$ cat src/rtl/vga_fb_pkg.sv
// Shared constants and swap-state encoding for the VGA frame-buffer arbiter.
package vga_fb_pkg;

   localparam int unsigned FB_W        = 320;
   localparam int unsigned FB_H        = 240;
   localparam int unsigned SCALE_SHIFT = 1;
   localparam int unsigned ADDR_W      = 17;
   localparam int unsigned DATA_W      = 12;
   localparam int unsigned V_VISIBLE   = 480;
   localparam int unsigned FB_SIZE     = FB_W * FB_H;

   typedef enum logic {
      SW_IDLE = 1'b0,
      SW_PEND = 1'b1
   } sw_state_t;

endpackage

$ cat src/rtl/vga_fb_addr_map.sv
// Screen pixel to frame-buffer address: (y>>S)*FB_W + (x>>S), purely combinational.
// The multiply by FB_W is a constant shift-add over the set bits of FB_W.
module vga_fb_addr_map
   import vga_fb_pkg::*;
(
   input  logic [9:0]        i_pixel_x,
   input  logic [9:0]        i_pixel_y,
   output logic [ADDR_W-1:0] o_addr
);

   localparam int unsigned AW1 = ADDR_W + 1;

   logic [9:0]     w_fx;
   logic [9:0]     w_fy;
   logic [AW1-1:0] w_row;
   logic [AW1-1:0] w_sum;
   logic           w_unused_msb;

   assign w_fx = i_pixel_x >> SCALE_SHIFT;
   assign w_fy = i_pixel_y >> SCALE_SHIFT;

   // Row base = fb_y * FB_W as a sum of shifted copies of fb_y
   always_comb begin
      w_row = '0;
      for (int unsigned i = 0; i < 32; i++) begin
         if (FB_W[i]) begin
            w_row = w_row + (AW1'(w_fy) << i);
         end
      end
   end

   assign w_sum        = w_row + AW1'(w_fx);
   assign o_addr       = w_sum[ADDR_W-1:0];
   // Visible pixels always map inside the buffer, so the carry bit is never set.
   assign w_unused_msb = w_sum[ADDR_W];

endmodule

$ cat src/rtl/vga_fb_arbiter.sv
// Single-port frame-buffer SRAM arbiter: display fetch has priority, the game-logic
// writer takes every other slot. Returns fetched pixels 3 clk after the tick.
// Optional double buffering with a vblank-aligned swap: define FB_DOUBLE_BUFFER_EN.
module vga_fb_arbiter
   import vga_fb_pkg::*;
(
   input  logic              clk,
   input  logic              reset_n,
   input  logic              p_tick,
   input  logic              visible,
   input  logic [9:0]        pixel_x,
   input  logic [9:0]        pixel_y,
   input  logic              wr_valid,
   output logic              wr_ready,
   input  logic [ADDR_W-1:0] wr_addr,
   input  logic [DATA_W-1:0] wr_data,
   input  logic              swap_req,
   output logic              swap_done,
   output logic              front_bank,
   output logic              sram_en,
   output logic              sram_we,
   output logic [ADDR_W:0]   sram_addr,
   output logic [DATA_W-1:0] sram_wdata,
   input  logic [DATA_W-1:0] sram_rdata,
   output logic [DATA_W-1:0] rgb_out
);

   logic              w_disp;
   logic              w_blank;
   logic              w_wr_inrange;
   logic              w_wr_go;
   logic              w_front_bank;
   logic              w_wr_bank;
   logic [ADDR_W-1:0] w_rd_addr;

   logic              r_sram_en;
   logic              r_sram_we;
   logic [ADDR_W:0]   r_sram_addr;
   logic [DATA_W-1:0] r_sram_wdata;
   logic              r_rd_pend;
   logic              r_rd_pend2;
   logic              r_blank_pend;
   logic              r_blank_pend2;
   logic [DATA_W-1:0] r_rgb;

   vga_fb_addr_map u_addr_map (
      .i_pixel_x (pixel_x),
      .i_pixel_y (pixel_y),
      .o_addr    (w_rd_addr)
   );

   assign w_disp       = p_tick & visible;
   assign w_blank      = p_tick & ~visible;
   assign wr_ready     = ~w_disp;
   assign w_wr_inrange = ({1'b0, wr_addr} < (ADDR_W + 1)'(FB_SIZE));
   // Out-of-range writes still complete the handshake but never reach the SRAM.
   assign w_wr_go      = wr_valid & ~w_disp & w_wr_inrange;

`ifdef FB_DOUBLE_BUFFER_EN
   sw_state_t r_sw_state;
   logic      r_front_bank;
   logic      r_swap_done;
   logic      w_swap_pt;

   assign w_swap_pt    = p_tick & (pixel_x == 10'd0) & (pixel_y == 10'(V_VISIBLE));
   assign w_front_bank = r_front_bank;
   assign w_wr_bank    = ~r_front_bank;
   assign front_bank   = r_front_bank;
   assign swap_done    = r_swap_done;

   // Swap FSM: latch a request, flip banks at the first non-visible line start
   always_ff @(posedge clk or negedge reset_n) begin
      if (!reset_n) begin
         r_sw_state   <= SW_IDLE;
         r_front_bank <= 1'b0;
         r_swap_done  <= 1'b0;
      end else begin
         r_swap_done <= 1'b0;
         case (r_sw_state)
            SW_IDLE: begin
               if (swap_req) begin
                  r_sw_state <= SW_PEND;
               end
            end
            SW_PEND: begin
               if (w_swap_pt) begin
                  r_sw_state   <= SW_IDLE;
                  r_front_bank <= ~r_front_bank;
                  r_swap_done  <= 1'b1;
               end
            end
            default: r_sw_state <= SW_IDLE;
         endcase
      end
   end
`else
   logic w_unused_swap;

   assign w_unused_swap = swap_req;
   assign w_front_bank  = 1'b0;
   assign w_wr_bank     = 1'b0;
   assign front_bank    = 1'b0;
   assign swap_done     = 1'b0;
`endif

   // Slot arbitration: register the winning SRAM command for issue next cycle
   always_ff @(posedge clk or negedge reset_n) begin
      if (!reset_n) begin
         r_sram_en    <= 1'b0;
         r_sram_we    <= 1'b0;
         r_sram_addr  <= '0;
         r_sram_wdata <= '0;
      end else begin
         r_sram_en <= w_disp | w_wr_go;
         r_sram_we <= w_wr_go;
         if (w_disp) begin
            r_sram_addr <= {w_front_bank, w_rd_addr};
         end else if (w_wr_go) begin
            r_sram_addr  <= {w_wr_bank, wr_addr};
            r_sram_wdata <= wr_data;
         end
      end
   end

   // Return pipeline: tags follow the tick so rgb_out updates exactly at T+3
   always_ff @(posedge clk or negedge reset_n) begin
      if (!reset_n) begin
         r_rd_pend     <= 1'b0;
         r_rd_pend2    <= 1'b0;
         r_blank_pend  <= 1'b0;
         r_blank_pend2 <= 1'b0;
         r_rgb         <= '0;
      end else begin
         r_rd_pend     <= w_disp;
         r_rd_pend2    <= r_rd_pend;
         r_blank_pend  <= w_blank;
         r_blank_pend2 <= r_blank_pend;
         if (r_rd_pend2) begin
            r_rgb <= sram_rdata;
         end else if (r_blank_pend2) begin
            r_rgb <= '0;
         end
      end
   end

   assign sram_en    = r_sram_en;
   assign sram_we    = r_sram_we;
   assign sram_addr  = r_sram_addr;
   assign sram_wdata = r_sram_wdata;
   assign rgb_out    = r_rgb;

endmodule

$ cat config.mk
export PLATFORM = sky130hd
export DESIGN_NAME = vga_fb_arbiter
export DESIGN_NICKNAME = d
export VERILOG_FILES = /design/src/rtl/vga_fb_pkg.sv /design/src/rtl/vga_fb_addr_map.sv /design/src/rtl/vga_fb_arbiter.sv
export SDC_FILE = /design/constraint.sdc
export NUM_CORES = 1
export LEC_CHECK = 0
export BUFFER_PORTS_ARGS = -buffer_cell sky130_fd_sc_hd__buf_2
export CORE_MARGIN = 4
export CORE_UTILIZATION = 30
export CTS_CLUSTER_SIZE = 30
export DETAILED_ROUTE_END_ITERATION = 6
export GPL_TIMING_DRIVEN = 0
export SLEW_MARGIN = 10
export SYNTH_ARGS = -nofsm -noshare
export SYNTH_HDL_FRONTEND = slang
export SYNTH_HIERARCHICAL = 1
export SYNTH_SLANG_ARGS = --single-unit
$ cat constraint.sdc
create_clock -name clk -period 1.3 [get_ports clk]
set_clock_uncertainty 0.2 [all_clocks]
set_input_delay 0 -clock clk [delete_from_list [all_inputs] [get_ports clk]]
set_output_delay 0 -clock clk [all_outputs]
set_load 0.005 [all_outputs]
### Word level (Yosys, flattened, before mapping)

Cells that the tools add are included.

| word-level totals | value |
|---|---|
| flip-flop bits (word level) | 48 |
| input port bits | 67 |
| output and inout port bits | 47 |
| word-level logic and storage cells | 26 |

| operators by class | value |
|---|---|
| add/sub/neg operators | 2 |
| order comparisons | 1 |
| muxes and demuxes | 4 |
| bitwise gates (word level) | 7 |
| reduce and logical (&&, ||, !) cells | 3 |

Operators with widths:

| kind | count |
|---|---|
| 18-bit two-way mux | 2 |
| 12-bit two-way mux | 2 |
| 15-bit by 17-bit adder with 17-bit output | 1 |
| 17-bit by 9-bit adder with 17-bit output | 1 |
| 17-bit < comparator (second input constant) | 1 |
| 1-bit bitwise AND | 4 |
| 2-bit nonzero test | 2 |
| 1-bit NOT | 2 |
| 2-bit AND reduction | 1 |
| 1-bit OR | 1 |

### Logic depth before layout (Yosys ltp)

Gate-level depths: netlist of the first run.

| logic depth | value |
|---|---|
| depth after elaboration | 6 |
| mapped depth | 11 |
| gate-level depth less buffers | 11 |

### By module

The synthesis of the first run kept the hierarchy.

Modules (own cells, without submodules):

| module | instances | cells an instance | area each (um^2) | sequential area each (um^2) |
|---|---|---|---|---|
| vga_fb_arbiter | 1 | 162 | 1926.8 | 1176.1 |
| vga_fb_addr_map | 1 | 67 | 579.3 | 0.0 |

### Worst setup path before layout of the first run

Ideal clock, no wire load.

| path | value |
|---|---|
| path kind | input -> register |
| from | input port pixel_x[9] |
| to | register r_sram_addr[14], in the netlist sram_addr[14] |
| setup time | 126 ps |
| data arrival time | 2008 ps |
| required time | 974 ps |
| setup slack | -1034 ps |
| stages | 10 |
| path buffers | 0 |
| cells stage by stage | inv_1 > fa_1 > inv_1 > ha_1 > a21oi_2 > o2111ai_2 > a21o_2 > a21oi_1 > xnor2_1 > a221o_1 |

| between the ends | value |
|---|---|
| cells in the longest elaborated chain, start to end | 2 |

RTL lines:

| what | line | text |
|---|---|---|
| from (decl) | vga_fb_arbiter.sv:11 | `input logic [9:0] pixel_x,` |
| 17-bit by 9-bit adder with 17-bit output | vga_fb_addr_map.sv:32 | `assign w_sum = w_row + AW1'(w_fx);` |
| named net w_rd_addr[14] | vga_fb_arbiter.sv:34 | `logic [ADDR_W-1:0] w_rd_addr;` |
| 18-bit two-way mux | vga_fb_arbiter.sv:116 | `if (w_disp) begin` |
| to (signal assigned) | vga_fb_arbiter.sv:117 | `r_sram_addr <= {w_front_bank, w_rd_addr};` |
| to (signal assigned) | vga_fb_arbiter.sv:119 | `r_sram_addr <= {w_wr_bank, wr_addr};` |
| to (decl) | vga_fb_arbiter.sv:38 | `logic [ADDR_W:0] r_sram_addr;` |

The timed path passes the listed nets, and every way through them passes these cells.
A chain may end at the register's enable or synchronous reset.

### Worst setup path in the final report of the first run

| path | value |
|---|---|
| from | input port pixel_y[3] |
| to | register r_sram_addr[15], in the netlist sram_addr[15] |

| between the ends | value |
|---|---|
| cells in the longest elaborated chain, start to end | 3 |

RTL lines:

| what | line | text |
|---|---|---|
| from (decl) | vga_fb_arbiter.sv:12 | `input logic [9:0] pixel_y,` |
| 15-bit by 17-bit adder with 17-bit output | vga_fb_addr_map.sv:27 | `w_row = w_row + (AW1'(w_fy) << i);` |
| 17-bit by 9-bit adder with 17-bit output | vga_fb_addr_map.sv:32 |  |
| named net w_rd_addr[15] | vga_fb_arbiter.sv:34 |  |
| 18-bit two-way mux | vga_fb_arbiter.sv:116 |  |

The timed path passes the listed nets, and every way through them passes these cells.

==> results of run 1 <==
power by group:
group | switching, µW | leakage, µW | internal [µW]
sequential | 113 | 0.000572 | 1680
clock | 482 | 0.0000654 | 769
combinational | 605 | 0.00143 | 797
repair_timing:
| action | CTS | global route |
|---|---|---|
| endpoints found under the setup margin | 19 | 40 |
| hold endpoints to repair | 89 | 50 |
| resized for setup | 12 | 37 |
| setup buffers | 4 | 7 |
| pin swaps | 9 | 20 |
kinds of logic after synthesis:
family	count (synthesis)	synth area share, %
other cells	1	0.150
xor+xnor	8	2.80
flops	47	46.9
simple gates	53	9.54
buf+inv	29	6.29
fa+ha+maj	19	10.1
compound gates	60	17.5
mux	12	6.74
registers in the layout (all words and copies together) (netlist names):
| register | flops |
|---|---|
| r_rd_pend2 | 1 |
| r_blank_pend2 | 1 |
| r_rd_pend | 1 |
| sram_en | 1 |
| sram_we | 1 |
| r_blank_pend | 1 |
| rgb_out | 12 |
| sram_wdata | 12 |
| sram_addr | 17 |
stage by stage:
stage                     worst slack [ns]  hold WS, ns  cells  cell area [µm²]  utilization, %
after floorplan                     -0.916       -0.496    231             2530               -
after global placement               -1.24      -0.0287    437             3170            38.7
after detailed placement             -1.25      -0.0182    437             3170            38.7
after CTS                           -0.780       -0.275    503             3950            48.3
after global routing                -0.896       -0.229    508             4100            50.1
final                               -0.784       -0.318    508             4100            50.1
synth_stat cells (2+ instances only):
library cell	count	share of area, %
sky130_fd_sc_hd__a21o_2	2	0.70
sky130_fd_sc_hd__a21oi_1	28	5.6
sky130_fd_sc_hd__a21oi_2	3	1.0
sky130_fd_sc_hd__a221o_1	2	0.80
sky130_fd_sc_hd__a22o_1	12	4.2
sky130_fd_sc_hd__and3_1	2	0.50
sky130_fd_sc_hd__buf_1	2	0.30
sky130_fd_sc_hd__buf_2	3	0.60
sky130_fd_sc_hd__buf_4	10	3.0
sky130_fd_sc_hd__dfrtp_1	47	47
sky130_fd_sc_hd__fa_1	2	1.6
sky130_fd_sc_hd__ha_1	17	8.5
sky130_fd_sc_hd__inv_1	11	1.6
sky130_fd_sc_hd__mux2_2	3	1.3
sky130_fd_sc_hd__mux2_4	9	5.4
sky130_fd_sc_hd__nand2_1	18	2.7
sky130_fd_sc_hd__nand3_1	4	0.80
sky130_fd_sc_hd__nor2_1	22	3.3
sky130_fd_sc_hd__nor2b_1	2	0.50
sky130_fd_sc_hd__o31ai_1	2	0.60
sky130_fd_sc_hd__xnor2_1	7	2.4
cells in the final DEF, fill, tap and decap left out, types with 5 or more instances in the layout:
cell type	Yosys	routed
sky130_fd_sc_hd__clkbuf_8	0	5
sky130_fd_sc_hd__dfrtp_1	47	47
sky130_fd_sc_hd__ha_1	17	12
sky130_fd_sc_hd__dlygate4sd3_1	0	53
sky130_fd_sc_hd__a21oi_1	28	26
sky130_fd_sc_hd__buf_2	3	100
sky130_fd_sc_hd__buf_4	10	19
sky130_fd_sc_hd__nor2_1	22	18
sky130_fd_sc_hd__a22o_1	12	12
sky130_fd_sc_hd__xnor2_1	7	6
sky130_fd_sc_hd__mux2_4	9	9
sky130_fd_sc_hd__inv_1	11	5
sky130_fd_sc_hd__nand2_1	18	17
metal layers:
layer / GRT usage (%) / wire length (µm) / part of all wire, % / up-vias
li1: - / - / - / 1138
met5: 0 / 0 / 0 / -
met2: 26.2 / 3650 / 50 / 80
met3: 2.88 / 447 / 6.2 / 10
met1: 17.4 / 3020 / 42 / 1093
met4: 4.83 / 145 / 2.0 / 0
area by class of cell:
cell class	instances	area, µm²
repair buffers	164	1140
clock buffers	6	72.6
fillers	770	4080
plain buffers	17	139
clock inverters	2	60.1
multi-input cells	155	1320
inverters	12	57.6
well taps	105	131
flip-flops and latches	47	1180
critical path: stages:
cell	delay (ns)
sky130_fd_sc_hd__buf_8	0.09
sky130_fd_sc_hd__inv_8	0.03
sky130_fd_sc_hd__fa_2	0.60
sky130_fd_sc_hd__fa_2	0.24
sky130_fd_sc_hd__nor2b_4	0.05
sky130_fd_sc_hd__o2111ai_2	0.17
sky130_fd_sc_hd__nand3_2	0.14
sky130_fd_sc_hd__o41ai_4	0.30
sky130_fd_sc_hd__xnor2_1	0.13
sky130_fd_sc_hd__a221o_1	0.32
worst min path at each step:
stage             from           end  slack (ns)  depth (start not counted)
2_1_floorplan  reset_n  r_blank_pend       -0.50                          0
6_report       reset_n  sram_addr[5]       -0.32                          1
4_1_cts        reset_n    rgb_out[6]       -0.27                          1
5_1_grt        reset_n    rgb_out[4]       -0.23                          1
3_5_place_dp   visible  r_blank_pend       -0.02                          2
3_3_place_gp   visible  r_blank_pend       -0.03                          2
==> run summary, run 1 <==
## Synthesis
• **count of distinct cell types in the synthesized netlist** 42
• **number of flops mapped to enable cells by yosys** 0
• **proportion of register bits with asynchronous set or reset after synthesis** 100%
• **yosys warns** 6
• **Syn Std Cell Area** 2510 µm²
• **proportion of synthesized chip area in sequential cells** 46.9%
• **Most used DFF post-synth** sky130_fd_sc_hd__dfrtp_1
• **number of instances in the synthesized netlist** 229
• **Synth Area per Inst** 10.9 µm²
• **synthesized flop and latch total** 47

## Drt
• **number of design rule violations left after detail routing** 0
• **post-detailed-route wirelength per cell** 14.3 µm
• **per-cell via count in the routed design** 4.57
• **via count of the routed design** 2321
• **Iter 0 DRT Violations** 50
• **count of TritonRoute iterations in the first routing pass** 4
• **remaining antenna violation count after routing** 0
• **final wirelength** 7.26 mm

## Critical path
• **category of the worst setup path capture point** flop
• **startpoint of the most critical register-to-register path** r_rd_pend2
• **required time at the worst-slack endpoint** 1.28 ns
• **terminus of the critical flop-to-flop path** rgb_out[6]
• **count of cells along the worst register-to-register path** 2
• **crit-path max FO** 2
• **Arrival @ worst endpoint** 2.06 ns
• **Critical Setup Path Class** input pin to flop
• **startpoint kind of the worst setup timing path** input pin
• **critical path endpoint** sram_addr[15]
• **worst-case register-to-register setup slack** 0.10 ns
• **Critical Path Source** pixel_y[3]

## Power and ir drop
• **PwrDens** 1080 nW/µm²
• **leakage power** 0.00206 µW
• **Final Total Pwr** 4440 µW
• **Worst VDD drop** 0.000487 V

## Job
• **Max Cap Viol** 0

## Place
• **gpl congestion** 0.836
• **dpl hpwl** 4.92 mm
• **number of I/O port buffers** 101

## Clocking
• **maximum clock path buffer count** 2
• **latest clock arrival within the worst-skew pair** 0.29 ns
• **CTS sink cnt** 47
• **number of H-tree levels** 2
• **CTS tree** done
• **clock transition at the registers of the reported paths** 0.09 ns
• **cts hold-fix bufs** 54
• **TritonCTS Buffers** 5
• **clock root buffer** sky130_fd_sc_hd__clkbuf_8

## STA
• **final sum of negative setup slack** -4.53 ns
• **number of failing hold endpoints at the final stage** 50
• **RSZ-0062 raised after global routing** yes
• **slew at the pin closest to its max-slew limit** 1.03 ns
• **Setup WS post-layout** -0.784 ns
• **worst slack on hold paths** -0.318 ns
• **worst-case headroom to the max-slew limit** 31.0%
• **Max Clock Freq** 480 MHz
• **portion of the clock cycle consumed by the worst path in the final layout** 160%
• **number of endpoints failing setup at the final stage** 9
• **final critical path time including I/O delays and setup** 2.08 ns
• **max-slew violation count** 0

## Die
• **Die Footprint** 9880 µm²
• **initial core utilization** 30.7%
• **ports placed on the boundary** 114
• **die extent in y** 99.4 µm
• **area of the placeable core** 8180 µm²
• **floorplan row count** 33
• **Die X-Extent** 99.4 µm

## GRT
• **global route total overflow** 0
• **total global-route track usage** 14.6%
• **antenna violations before repair** 0
• **global-route wire length before repair** 11.6 mm
• **number of global-route vias before repair** 2435
• **maximum number of pins on one net before global-route repair** 48

## Worst hold path
• **type of the most critical hold path** input pin to asynchronous set/reset pin

## Outcome
• **status** finished with violations
• **violations in the final reports** negative hold slack, negative setup slack

## Layout
• **number of nets at the end of the flow** 488
• **Antenna Cells** 0
• **signed area change from the synthesized netlist to the final layout** 63.5%
• **layout cells sized above 1** 45.4%

Note: power is estimated with default switching activity, not from simulation.
==> run 2: changes to the inputs <==
--- a/config.mk
+++ b/config.mk
@@ -8,11 +8,11 @@
 export BUFFER_PORTS_ARGS = -buffer_cell sky130_fd_sc_hd__buf_2
 export CORE_MARGIN = 4
 export CORE_UTILIZATION = 30
+export CTS_BUF_LIST = sky130_fd_sc_hd__clkbuf_4 sky130_fd_sc_hd__clkbuf_8
 export CTS_CLUSTER_SIZE = 30
 export DETAILED_ROUTE_END_ITERATION = 6
 export GPL_TIMING_DRIVEN = 0
 export SLEW_MARGIN = 10
 export SYNTH_ARGS = -nofsm -noshare
 export SYNTH_HDL_FRONTEND = slang
-export SYNTH_HIERARCHICAL = 1
 export SYNTH_SLANG_ARGS = --single-unit
==> run summary, run 2 <==
## Outcome
• **status** finished with violations
• **violations in the final reports** negative hold slack, negative setup slack

## Synthesis
• **share of the synthesized area in the top cell type** 48.0%, +1.1 points
• **Synth Area per Inst** 11.8 µm², +7.7%
• **fraction of the mapped netlist area in simple logic gates** 7.55%, -2.0 points
• **number of flops mapped to enable cells by yosys** 0, unchanged
• **Syn Std Cell Area** 2450 µm², -2.2%
• **commonest cells in the netlist** 47 x sky130_fd_sc_hd__dfrtp_1, 17 x sky130_fd_sc_hd__ha_1, 17 x sky130_fd_sc_hd__mux2i_1
• **top cell type by total area after synthesis** sky130_fd_sc_hd__dfrtp_1
• **proportion of register bits with asynchronous set or reset after synthesis** 100%, unchanged
• **yosys warns** 0, -6
• **Most used DFF post-synth** sky130_fd_sc_hd__dfrtp_1
• **synthesized flop and latch total** 47, unchanged
• **count of distinct cell types in the synthesized netlist** 43, +2.4%
• **number of instances in the synthesized netlist** 208, -9.2%
• **combinational family with the most area after synthesis** compound AO/OA/AOI/OAI gates
• **proportion of synthesized chip area in sequential cells** 48.0%, +1.1 points
• **post-synthesis compound-gate area fraction** 14.4%, -3.0 points
• **Adder-Cell Fraction of Synth Area** 10.3%, +0.23 points
• **area share of xor/xnor cells in the synthesized design** 1.07%, -1.7 points
• **share of synthesized area spent on multiplexers** 14.3%, +7.6 points
• **largest cells by area after synthesis** sky130_fd_sc_hd__dfrtp_1 48%, sky130_fd_sc_hd__ha_1 8.7%, sky130_fd_sc_hd__mux2i_1 6.9%
• **cell with the most instances after synthesis** sky130_fd_sc_hd__dfrtp_1

## Power and ir drop
• **Worst VDD drop** 0.000558 V, +15%
• **leakage power** 0.00208 µW, +0.98%
• **PwrDens** 1070 nW/µm², -1.2%

## Layout
• **fill cell count** 693, -10%
• **Antenna Cells** 0, unchanged
• **number of nets at the end of the flow** 469, -3.9%
• **area taken by flip-flops and latches** 1180 µm², unchanged
• **commonest non-fill, non-tap cells in the layout** 100 x sky130_fd_sc_hd__buf_2, 52 x sky130_fd_sc_hd__dlygate4sd3_1, 47 x sky130_fd_sc_hd__dfrtp_1, 17 x sky130_fd_sc_hd__mux2i_1, 16 x sky130_fd_sc_hd__nand2_1
• **number of flip-flops in the largest register** 17, unchanged
• **most common cell after layout, fill and taps aside** sky130_fd_sc_hd__buf_2
• **signed area change from the synthesized netlist to the final layout** 66.4%
• **area occupied by multi-input gates** 1300 µm², -0.95%
• **layout cells sized above 1** 43.5%, -1.9 points

## Die
• **Die Footprint** 9680 µm², -2.0%
• **Die X-Extent** 98.4 µm, -1.0%
• **ports placed on the boundary** 114, unchanged
• **initial core utilization** 31.2%, +0.58 points
• **floorplan row count** 32, -3.0%
• **area of the placeable core** 7850 µm², -4.0%
• **die extent in y** 98.4 µm, -1.0%

## STA
• **final critical path time including I/O delays and setup** 1.95 ns, -0.131 ns
• **max-slew violation count** 0, unchanged
• **Setup WS post-layout** -0.652 ns, +0.131 ns
• **final sum of negative setup slack** -3.38 ns, +1.15 ns
• **portion of the clock cycle consumed by the worst path in the final layout** 150%, -10 points
• **worst slack on hold paths** -0.320 ns, -0.00256 ns
• **worst-case headroom to the max-slew limit** 32.3%, +1.3 points
• **number of failing hold endpoints at the final stage** 48, -4.0%
• **RSZ-0062 raised after global routing** yes
• **Max Clock Freq** 512 MHz, +6.7%
• **slew at the pin closest to its max-slew limit** 1.02 ns, -0.0193 ns
• **number of endpoints failing setup at the final stage** 7, -2

## Critical path
• **category of the worst setup path capture point** flop
• **Arrival @ worst endpoint** 1.98 ns, -0.08 ns
• **Critical Setup Path Class** input pin to flop
• **crit-path max FO** 3, +1
• **required time at the worst-slack endpoint** 1.32 ns, +0.04 ns
• **startpoint kind of the worst setup timing path** input pin

## Place
• **number of I/O port buffers** 107, +5.9%
• **gpl congestion** 0.801, -4.2%
• **dpl hpwl** 4.78 mm, -2.9%

## Clocking
• **number of H-tree levels** 2, unchanged
• **latest clock arrival within the worst-skew pair** 0.29 ns, about the same
• **clock root buffer** sky130_fd_sc_hd__clkbuf_8
• **maximum clock path buffer count** 2, unchanged
• **TritonCTS Buffers** 5, unchanged
• **cts hold-fix bufs** 52, -3.7%
• **CTS sink cnt** 47, unchanged
• **clock transition at the registers of the reported paths** 0.08 ns, about the same
• **CTS tree** done

## Drt
• **per-cell via count in the routed design** 4.61, +0.97%
• **count of TritonRoute iterations in the first routing pass** 4, unchanged
• **remaining antenna violation count after routing** 0, unchanged
• **number of design rule violations left after detail routing** 0, unchanged
• **Iter 0 DRT Violations** 36, -28%
• **final wirelength** 7.07 mm, -2.7%
• **post-detailed-route wirelength per cell** 14.5 µm, +1.7%
• **via count of the routed design** 2242, -3.4%

## GRT
• **antenna violations before repair** 0, unchanged
• **number of global-route vias before repair** 2409, -1.1%
• **global route total overflow** 0, unchanged
• **global-route wire length before repair** 11.6 mm, about the same
• **maximum number of pins on one net before global-route repair** 48, unchanged
• **total global-route track usage** 14.7%, +0.15 points

## Job
• **Max Cap Viol** 0, unchanged

## Worst hold path
• **type of the most critical hold path** input pin to asynchronous set/reset pin

## run 2: changes by cell type in the layout (fill, tap and decap cells not counted), moves of 3 or more
| cell | change |
|---|---|
| sky130_fd_sc_hd__buf_4 | -12 |
| sky130_fd_sc_hd__a21oi_1 | -23 |
| sky130_fd_sc_hd__buf_6 | +3 |
| sky130_fd_sc_hd__mux2i_1 | +17 |
| sky130_fd_sc_hd__o21ai_1 | +4 |
| sky130_fd_sc_hd__a21oi_2 | -3 |
| sky130_fd_sc_hd__o21ai_0 | +9 |
| sky130_fd_sc_hd__xnor2_1 | -6 |
| sky130_fd_sc_hd__nor2_1 | -10 |
## run 2: area by class of cell
type                       count  area share, %
buffer                        10           1.81
clock buffer                   6           1.87
clock inverter                 2           1.47
inverter                       9           1.20
multi-input combinational    143           32.0
sequential                    47           28.8
tap                          102           3.13
timing repair buffer         167           29.7
## run 2: timing repair
item                                    4_1_cts  5_1_grt
gates resized for setup                      18       33
setup buffers                                 5        2
cloned                                        1        0
endpoints found under the setup margin       28       39
pin swaps                                    11       16
endpoints found under the hold margin        89       48
## run 2: cell families (layout without fill, tap and decap cells)
| family | count (synthesis) | in the layout |
|---|---|---|
| muxes | 30 | 30 |
| buffers and inverters | 20 | 194 |
| and+or+nand+nor | 38 | 38 |
| AOI/OAI and AO/OA | 50 | 50 |
| DFF | 47 | 47 |
| xor gates and xnor gates | 3 | 3 |
| adders and majority gates | 19 | 19 |
| other | 1 | 3 |
## run 2: through the flow
stage	total power (µW)	std cells	area (µm²)	worst slack [ns]	utilization (%)
2_1_floorplan	2380	210	2500	-0.822	-
3_3_place_gp	2850	419	3160	-1.24	40.3
3_5_place_dp	2870	419	3160	-1.26	40.3
4_1_cts	4360	485	3970	-0.642	50.6
5_1_grt	4650	486	4080	-0.672	52.0
6_report	4370	486	4080	-0.652	52.0
## run 2: final timing paths
kind | startpoint | endpoint | slack, ns | cells after the start
min in group clk | pixel_x[8] | sram_addr[7] | -0.04 | 5
max in group asynchronous | reset_n | sram_addr[11] | 0.60 | 1
max reg2reg | r_rd_pend2 | rgb_out[10] | 0.09 | 3
min | reset_n | sram_wdata[2] | -0.32 | 1
max | pixel_y[3] | sram_addr[13] | -0.65 | 9
min reg2reg | r_rd_pend | r_rd_pend2 | 0.15 | 0
## run 2: routing by layer
| layer | up-vias | global-route usage (%) | share of wire [%] |
|---|---|---|---|
| li1 | 1102 | - | - |
| met1 | 1050 | 17.7 | 43 |
| met2 | 79 | 25.8 | 50 |
| met3 | 11 | 3.71 | 5.8 |
| met4 | 0 | 4.73 | 1.6 |
| met5 | - | 0 | 0 |
## run 2: critical path, stage by stage
cell and delay, ns:
sky130_fd_sc_hd__buf_8 0.09, sky130_fd_sc_hd__clkinv_8 0.04, sky130_fd_sc_hd__fa_2 0.47, sky130_fd_sc_hd__fa_2 0.38, sky130_fd_sc_hd__nand2b_4 0.16, sky130_fd_sc_hd__a21oi_4 0.16, sky130_fd_sc_hd__mux2_4 0.31, sky130_fd_sc_hd__a311o_1 0.27
sky130_fd_sc_hd__a21oi_1 0.11
## run 2: power breakdown
part | internal [µW] | switching, µW
clock | 789 | 474
combinational | 748 | 578
sequential | 1670 | 106
